**src/rtl/seven_seg_scan_ctrl.sv**
```systemverilog
// Three-digit seven-segment scan controller: sequential double-dabble binary-to-BCD
// conversion plus a time-multiplexed digit scan through one shared external decoder.
// Optional build macro LEADING_ZERO_BLANK_EN blanks leading-zero hundreds/tens digits.
module seven_seg_scan_ctrl #(
  parameter int unsigned WIDTH        = 8,
  parameter int unsigned REFRESH_DIV  = 100000,
  parameter int unsigned BLANK_CYCLES = 16
) (
  input  logic             clk,
  input  logic             rst,
  input  logic [WIDTH-1:0] value,
  input  logic             load,
  output logic             busy,
  output logic             conv_done,
  output logic [3:0]       digit_bcd,
  input  logic [6:0]       seg_in,
  output logic [6:0]       seg_n,
  output logic [3:0]       an_n
);

  localparam int unsigned CNT_W = $clog2(WIDTH + 1);
  localparam int unsigned REF_W = (REFRESH_DIV > 1) ? $clog2(REFRESH_DIV) : 1;
  localparam int unsigned BCD_W = 12;

  typedef enum logic [1:0] {
    IDLE  = 2'd0,
    SHIFT = 2'd1,
    DONE  = 2'd2
  } state_t;

  state_t             state_q, state_d;
  logic [WIDTH-1:0]   shreg_q, shreg_d;
  logic [BCD_W-1:0]   scratch_q, scratch_d;
  logic [BCD_W-1:0]   disp_q, disp_d;
  logic [CNT_W-1:0]   iter_q, iter_d;
  logic               busy_d, done_d;
  logic [BCD_W-1:0]   adj;

  logic [REF_W-1:0]   ref_q;
  logic [1:0]         idx_q;
  logic               blank;

  // Double-dabble correction: add 3 to every nibble that is 5 or more.
  always_comb begin
    adj = scratch_q;
    for (int i = 0; i < 3; i++) begin
      if (scratch_q[4*i +: 4] >= 4'd5) begin
        adj[4*i +: 4] = scratch_q[4*i +: 4] + 4'd3;
      end
    end
  end

  // Conversion FSM next-state and datapath.
  always_comb begin
    state_d   = state_q;
    shreg_d   = shreg_q;
    scratch_d = scratch_q;
    iter_d    = iter_q;
    disp_d    = disp_q;
    busy_d    = busy;
    done_d    = 1'b0;
    case (state_q)
      IDLE: begin
        if (load) begin
          shreg_d   = value;
          scratch_d = '0;
          iter_d    = CNT_W'(WIDTH);
          busy_d    = 1'b1;
          state_d   = SHIFT;
        end
      end
      SHIFT: begin
        scratch_d = {adj[BCD_W-2:0], shreg_q[WIDTH-1]};
        shreg_d   = {shreg_q[WIDTH-2:0], 1'b0};
        iter_d    = iter_q - CNT_W'(1);
        if (iter_q == CNT_W'(1)) begin
          state_d = DONE;
        end
      end
      DONE: begin
        disp_d  = scratch_q;
        done_d  = 1'b1;
        busy_d  = 1'b0;
        state_d = IDLE;
      end
      default: begin
        state_d = IDLE;
        busy_d  = 1'b0;
      end
    endcase
  end

  always_ff @(posedge clk or posedge rst) begin
    if (rst) begin
      state_q   <= IDLE;
      shreg_q   <= '0;
      scratch_q <= '0;
      disp_q    <= '0;
      iter_q    <= '0;
      busy      <= 1'b0;
      conv_done <= 1'b0;
    end else begin
      state_q   <= state_d;
      shreg_q   <= shreg_d;
      scratch_q <= scratch_d;
      disp_q    <= disp_d;
      iter_q    <= iter_d;
      busy      <= busy_d;
      conv_done <= done_d;
    end
  end

  // Free-running refresh counter; digit index advances on each wrap.
  always_ff @(posedge clk or posedge rst) begin
    if (rst) begin
      ref_q <= '0;
      idx_q <= 2'd0;
    end else if (ref_q == REF_W'(REFRESH_DIV - 1)) begin
      ref_q <= '0;
      idx_q <= (idx_q == 2'd2) ? 2'd0 : idx_q + 2'd1;
    end else begin
      ref_q <= ref_q + REF_W'(1);
    end
  end

  always_comb begin
    case (idx_q)
      2'd0:    digit_bcd = disp_q[3:0];
      2'd1:    digit_bcd = disp_q[7:4];
      default: digit_bcd = disp_q[11:8];
    endcase
  end

`ifdef LEADING_ZERO_BLANK_EN
  always_comb begin
    blank = (ref_q < REF_W'(BLANK_CYCLES))
         || ((idx_q == 2'd2) && (disp_q[11:8] == 4'd0))
         || ((idx_q == 2'd1) && (disp_q[11:4] == 8'd0));
  end
`else
  always_comb begin
    blank = (ref_q < REF_W'(BLANK_CYCLES));
  end
`endif

  // Anode/cathode drive; the blanking window at slot start suppresses ghosting.
  always_comb begin
    an_n  = 4'b1111;
    seg_n = 7'h7F;
    if (!blank) begin
      an_n[idx_q] = 1'b0;
      seg_n       = ~seg_in;
    end
  end

endmodule
```
**config.mk**
```make
export PLATFORM = sky130hd
export DESIGN_NAME = seven_seg_scan_ctrl
export DESIGN_NICKNAME = d
export VERILOG_FILES = /design/src/rtl/seven_seg_scan_ctrl.sv
export SDC_FILE = /design/constraint.sdc
export NUM_CORES = 1
export LEC_CHECK = 0
export CAP_MARGIN = 10
export CORE_UTILIZATION = 45
export CTS_BUF_LIST = sky130_fd_sc_hd__clkbuf_2
export DETAILED_ROUTE_END_ITERATION = 8
export GPL_ROUTABILITY_DRIVEN = 0
export GPL_TIMING_DRIVEN = 0
export HOLD_SLACK_MARGIN = 0.05
export PLACE_DENSITY_LB_ADDON = 0.15
export SETUP_SLACK_MARGIN = 0.02
export SLEW_MARGIN = 20
export SYNTH_ARGS = -nofsm -noshare
export SYNTH_HDL_FRONTEND = slang
export SYNTH_SLANG_ARGS = --single-unit
```
**constraint.sdc**
```tcl
create_clock -name clk -period 3 [get_ports clk]
set_input_delay 0.9 -clock clk [delete_from_list [all_inputs] [get_ports clk]]
set_output_delay 0.9 -clock clk [all_outputs]
set_load 0.02 [all_outputs]
```
# Word-level counts from Yosys, hierarchy flattened
# Index checks and enable logic that the tools add are counted.
totals:
  regBits: 59
  latch_bits: 0
  mem_bits_rw: 0
  rom_bits: 0
  inputBits: 18
  out_inout_bits: 17
  word_cells: 61
  memories: 0
classes:
  n_addsub: 6
  mul: 0
  div: 0
  magnitude_cmp: 6
  eq_ne: 8
  shift: 0
  n_mux: 22
  n_bitwise: 3
  reduce_logical: 7
op_table:
  columns: ["cell", "count"]
  rows:
  - ["$pmux W12 S2", 1]
  - ["$add A17 B1 Y17 const B", 1]
  - ["$eq A17 B17 Y1 const B", 1]
  - ["$lt A17 B5 Y1 const B", 1]
  - ["$mux W17", 1]
  - ["$mux W4", 4]
  - ["$pmux W4 S2", 2]
  - ["$pmux W8 S2", 1]
  - ["$ge A4 B3 Y1 const B", 3]
  - ["$mux W12", 1]
  - ["$add A4 B2 Y4 const B", 2]
  - ["$mux W8", 1]
  - ["$mux W7", 1]
  - ["$not A7 Y7", 1]
  - ["$mux W2", 3]
  - ["$reduce_and A2 Y1", 3]
  - ["$eq A2 B1 Y1 const B", 2]
  - ["$eq A2 B2 Y1 const B", 2]
  - ["$eq A4 B1 Y1 const B", 1]
  - ["$logic_not A2 Y1", 2]
  - ["$ne A2 B2 Y1 const B", 2]
  - ["$not A4 Y4", 1]
  - ["$pmux W2 S2", 1]
  - ["$sub A4 B1 Y4 const B", 1]
  - ["11 further kinds", 13]

# Longest topological paths before layout
depth:
  depth_word: 6
  ltp_mapped: 6
  ltp_nobuf: 6

# Worst setup path after synthesis
# OpenSTA, ideal clock, no wires.
synth_timing:
  kind: "flip-flop to output port"
  startpoint: "register ref_q[11]"
  endpoint: "output an_n[2]"
  t_arrival_ns: 1.608
  setup_slack_ns: 0.492
  stages_incl_launch_ff: 6
  cell_sequence: "dfrtp_1 > or4_4 > nor4_4 > nand3_1 > buf_2 > nand3b_1"
synth_between:
  elab_chain_cells: 2
synth_lines:
  columns: ["element", "line", "rtl"]
  rows:
  - ["from (decl)", "39", "logic [REF_W-1:0] ref_q;"]
  - ["from (signal assigned)", "122", "ref_q <= ref_q + REF_W'(1);"]
  - ["$lt A17 B5 Y1", "142", "blank = (ref_q < REF_W'(BLANK_CYCLES));"]
  - ["$mux W4", "150", "if (!blank) begin"]
  - ["to (decl)", "18", "output logic [3:0] an_n"]
# No other way between the ends.

# Final worst setup path
# Same ends and word-level chain as after synthesis.

==> reports/results.ini <==
[clock_network]
cts.htree.levels=3
clock_tree.buffer_depth=2
path_clk_slew_ns=0.17
ctsHoldBuffers=0
cts_tree=yes
cts_buffers=9
clk_latency_ns=0.48
cts_sinks=59
clockRootBuffer=clkbuf_2

[worst_setup_path]
path_class=reg2out
r2r-end=iter_q[1]$_DFFE_PP0P_
max_stage_delay_ns=0.55
critical-path-slowest-cell=or4_4
crit_path_start_kind=flop
crit_top_cell=buf_6
crit_fanout=10
path_cells=or4_4 -> nor4_4 -> nand3_2 -> buf_6 -> nand3b_1 -> buf_6
endpoint_kind=output port
critPathTopFamily=simple AND/OR/NAND/NOR gates
crit_arrival_ns=2.17
reg2reg_slack_ns=0.99
reg2reg_depth=5
crit_buf_inv=2
r2r-start=state_q[0]$_DFFE_PP0P_
critPathRequiredTime_ns=2.10

[placement]
io_buffers=34
dp_hpwl_mm=3.746
dp_cells=392

[synth]
yosys_most_used_dff=dfrtp_1
yosys-top-cells-area=dfrtp_1, nand2_1, mux2_2, o21ai_0, xnor2_1
synth-edff-count=0
yosys_warnings=0
synth_top_area_share_pct=51.24
synthArstFlopShare_pct=100.0
synth.avg_cell_area_um2=10.22
netlist_area_mm2=0.002882
netlist_instances=282
synth_seq_cells=59
yosys.area.top_type=dfrtp_1
syn_nets=309
synth_cell_type_count=34
synth_seq_area_share_pct=51.24

[timing]
tightest_slew_ns=0.7505
period_minus_slack_ns=3.067
skew_ns=0.01618
clock.fmax_mhz=326.1
period_share_pct=102.2
tns_ns=-0.4675
rsz0062_at_grt=true
finalHoldViolations=0
setup_violations=11
fin_ws_ns=-0.06664
slew_violations=0
relSlewSlack_pct=49.86

[run_status]
status=finished, violations left
violations=negative setup slack

[pwr]
fin_total_pwr_mw=2.543
powerDensity_mw_per_mm2=726.7
power.leakage_nw=1.623
ir_worst_vdd_v=0.0004636

[floorplan]
fp.dieH_um=82.02
io_pins=35
start_util_pct=47.54
core_area_mm2=0.006061
die_area_mm2=0.006727
num_rows=28
dieWidth_um=82.02

[routing]
firstDrtPassIters=4
drc=0
first_iter_violations=99
ant_nets=0
wire_per_inst_um=13.29
via_per_inst=5.265
routed_wl_mm=5.462
vias=2164

[layout]
final_core_util_pct=57.74
drive_gt1_share_pct=15.77
final_nets=359
syn_to_final_growth_pct=21.45
nFillCells=549
diodes=0
final_cells=411

[global_routing]
antenna_found_initial=0
grt_usage_pct=18.15
gr-total-overflow=0
grt_pass1_wl_mm=8.928
grt_pass1_vias=1978
grt_max_degree=42

[min_path]
hp-class=reg2reg
min_from=shreg_q[4]$_DFFE_PP0P_
holdPathStages=2
holdPathEnd=shreg_q[4]$_DFFE_PP0P_

[job]
drv_cap=0

==> power by group <==
part	leakage, nW	total, mW	internal [mW]	switching (mW)
registers	0.766	1.16	1.00	0.163
clock network	0.0669	0.463	0.189	0.274
logic	0.790	0.917	0.426	0.492
total	1.62	2.54	1.62	0.928
==> per-layer routing <==
| layer | global-route usage (%) | up-vias | part of all wire [%] |
|---|---|---|---|
| li1 | - | 1070 | - |
| met1 | 22.98 | 1031 | 48 |
| met2 | 28.26 | 50 | 45 |
| met3 | 5.222 | 13 | 4.8 |
| met4 | 8.947 | 0 | 2.2 |
| met5 | 0 | - | 0 |
==> Yosys cell counts (all sizes together), types with 3 or more instances <==
master,number
dfrtp,59
nand2,36
o21ai,26
nor2,18
inv,14
mux2,14
xnor2,13
mux2i,11
nand3,10
clkbuf,9
ha,9
nor3,8
a21oi,7
nand4,6
nor4,6
xor2,6
a22o,4
nand2b,4
buf,3
nor2b,3
nor3b,3
==> worst max-delay path by stage <==
| stage | startpoint | endpoint | slack [ns] | cells after the start |
|---|---|---|---|---|
| floorplan | ref_q[11]$_DFF_PP0_ | an_n[2] | 0.49 | 5 |
| global placement | rst | disp_q[11]$_DFFE_PP0P_ | -0.45 | 2 |
| detailed placement | ref_q[11]$_DFF_PP0_ | an_n[2] | -0.14 | 6 |
| CTS | ref_q[11]$_DFF_PP0_ | an_n[2] | -0.15 | 6 |
| global route | ref_q[11]$_DFF_PP0_ | an_n[2] | -0.16 | 6 |
| finish | ref_q[11]$_DFF_PP0_ | an_n[2] | -0.07 | 6 |
==> metrics by stage <==
step	hold slack (ns)	instance area, um2	setup slack [ns]
finish	0.4986	3500	-0.06664
global route	0.5317	3500	-0.1552
CTS	0.5059	3487	-0.1520
detailed placement	0.4709	3338	-0.1358
global placement	0.4649	3316	-0.4522
floorplan	0.4496	2882	0.4917
==> placed cells by master (no fill, tap or decap), types with 11 or more instances in the layout <==
cell	netlist	routed
nor2_1	18	18
xnor2_1	13	13
clkbuf_2	0	11
nand2_1	36	36
clkdlybuf4s50_1	0	23
dfrtp_1	59	59
o21ai_0	26	26
mux2i_1	11	11
buf_6	0	12
inv_1	14	13
mux2_2	12	12
==> registers in the layout, summed over array words and instances, names as in the netlist <==
signal / count
scratch_q: 12
shreg_q: 8
state_q: 2
idx_q: 2
busy: 1
ref_q: 17
disp_q: 12
conv_done: 1
iter_q: 4
==> what timing repair did <==
action | in CTS | in global routing
resized for setup | 69 | 1
endpoints found under the setup margin | 15 | 15
buffers inserted | 4 | 1
hold endpoints to repair | 0 | 0
pin swaps | 2 | 2
==> final cells by class <==
cell class,count,area [um2],area share (%)
sequential,59,1476,42.19
multi-input combinational,197,1314,37.54
timing repair buffer,40,411.6,11.76
tap,75,93.84,2.681
clock buffer,11,55.05,1.573
inverter,14,55.05,1.573
buffer,11,51.30,1.466
clock inverter,4,42.54,1.216
==> cell families (layout without fill, tap and decap cells) <==
family / count (synthesis) / after routing / share of synthesized area, %
XOR/XNOR: 19 / 19 / 5.775
AO/OA/AOI/OAI: 42 / 42 / 8.206
AND/OR/NAND/NOR: 102 / 102 / 18.06
buffers and inverters: 26 / 80 / 3.517
adder cells (fa/ha/maj): 9 / 9 / 3.908
multiplexers: 25 / 25 / 9.292
flip-flops: 59 / 59 / 51.24
==> worst reg2reg max path, delay by kind of cell, from the launching register on <==
family | cells | cell delay (ns)
AND/OR/NAND/NOR | 1 | 0.09
buffers and inverters | 2 | 0.66
AO/OA/AOI/OAI | 2 | 0.75
flip-flops | 1 | 0.43
(Power assumes the default switching activity.)
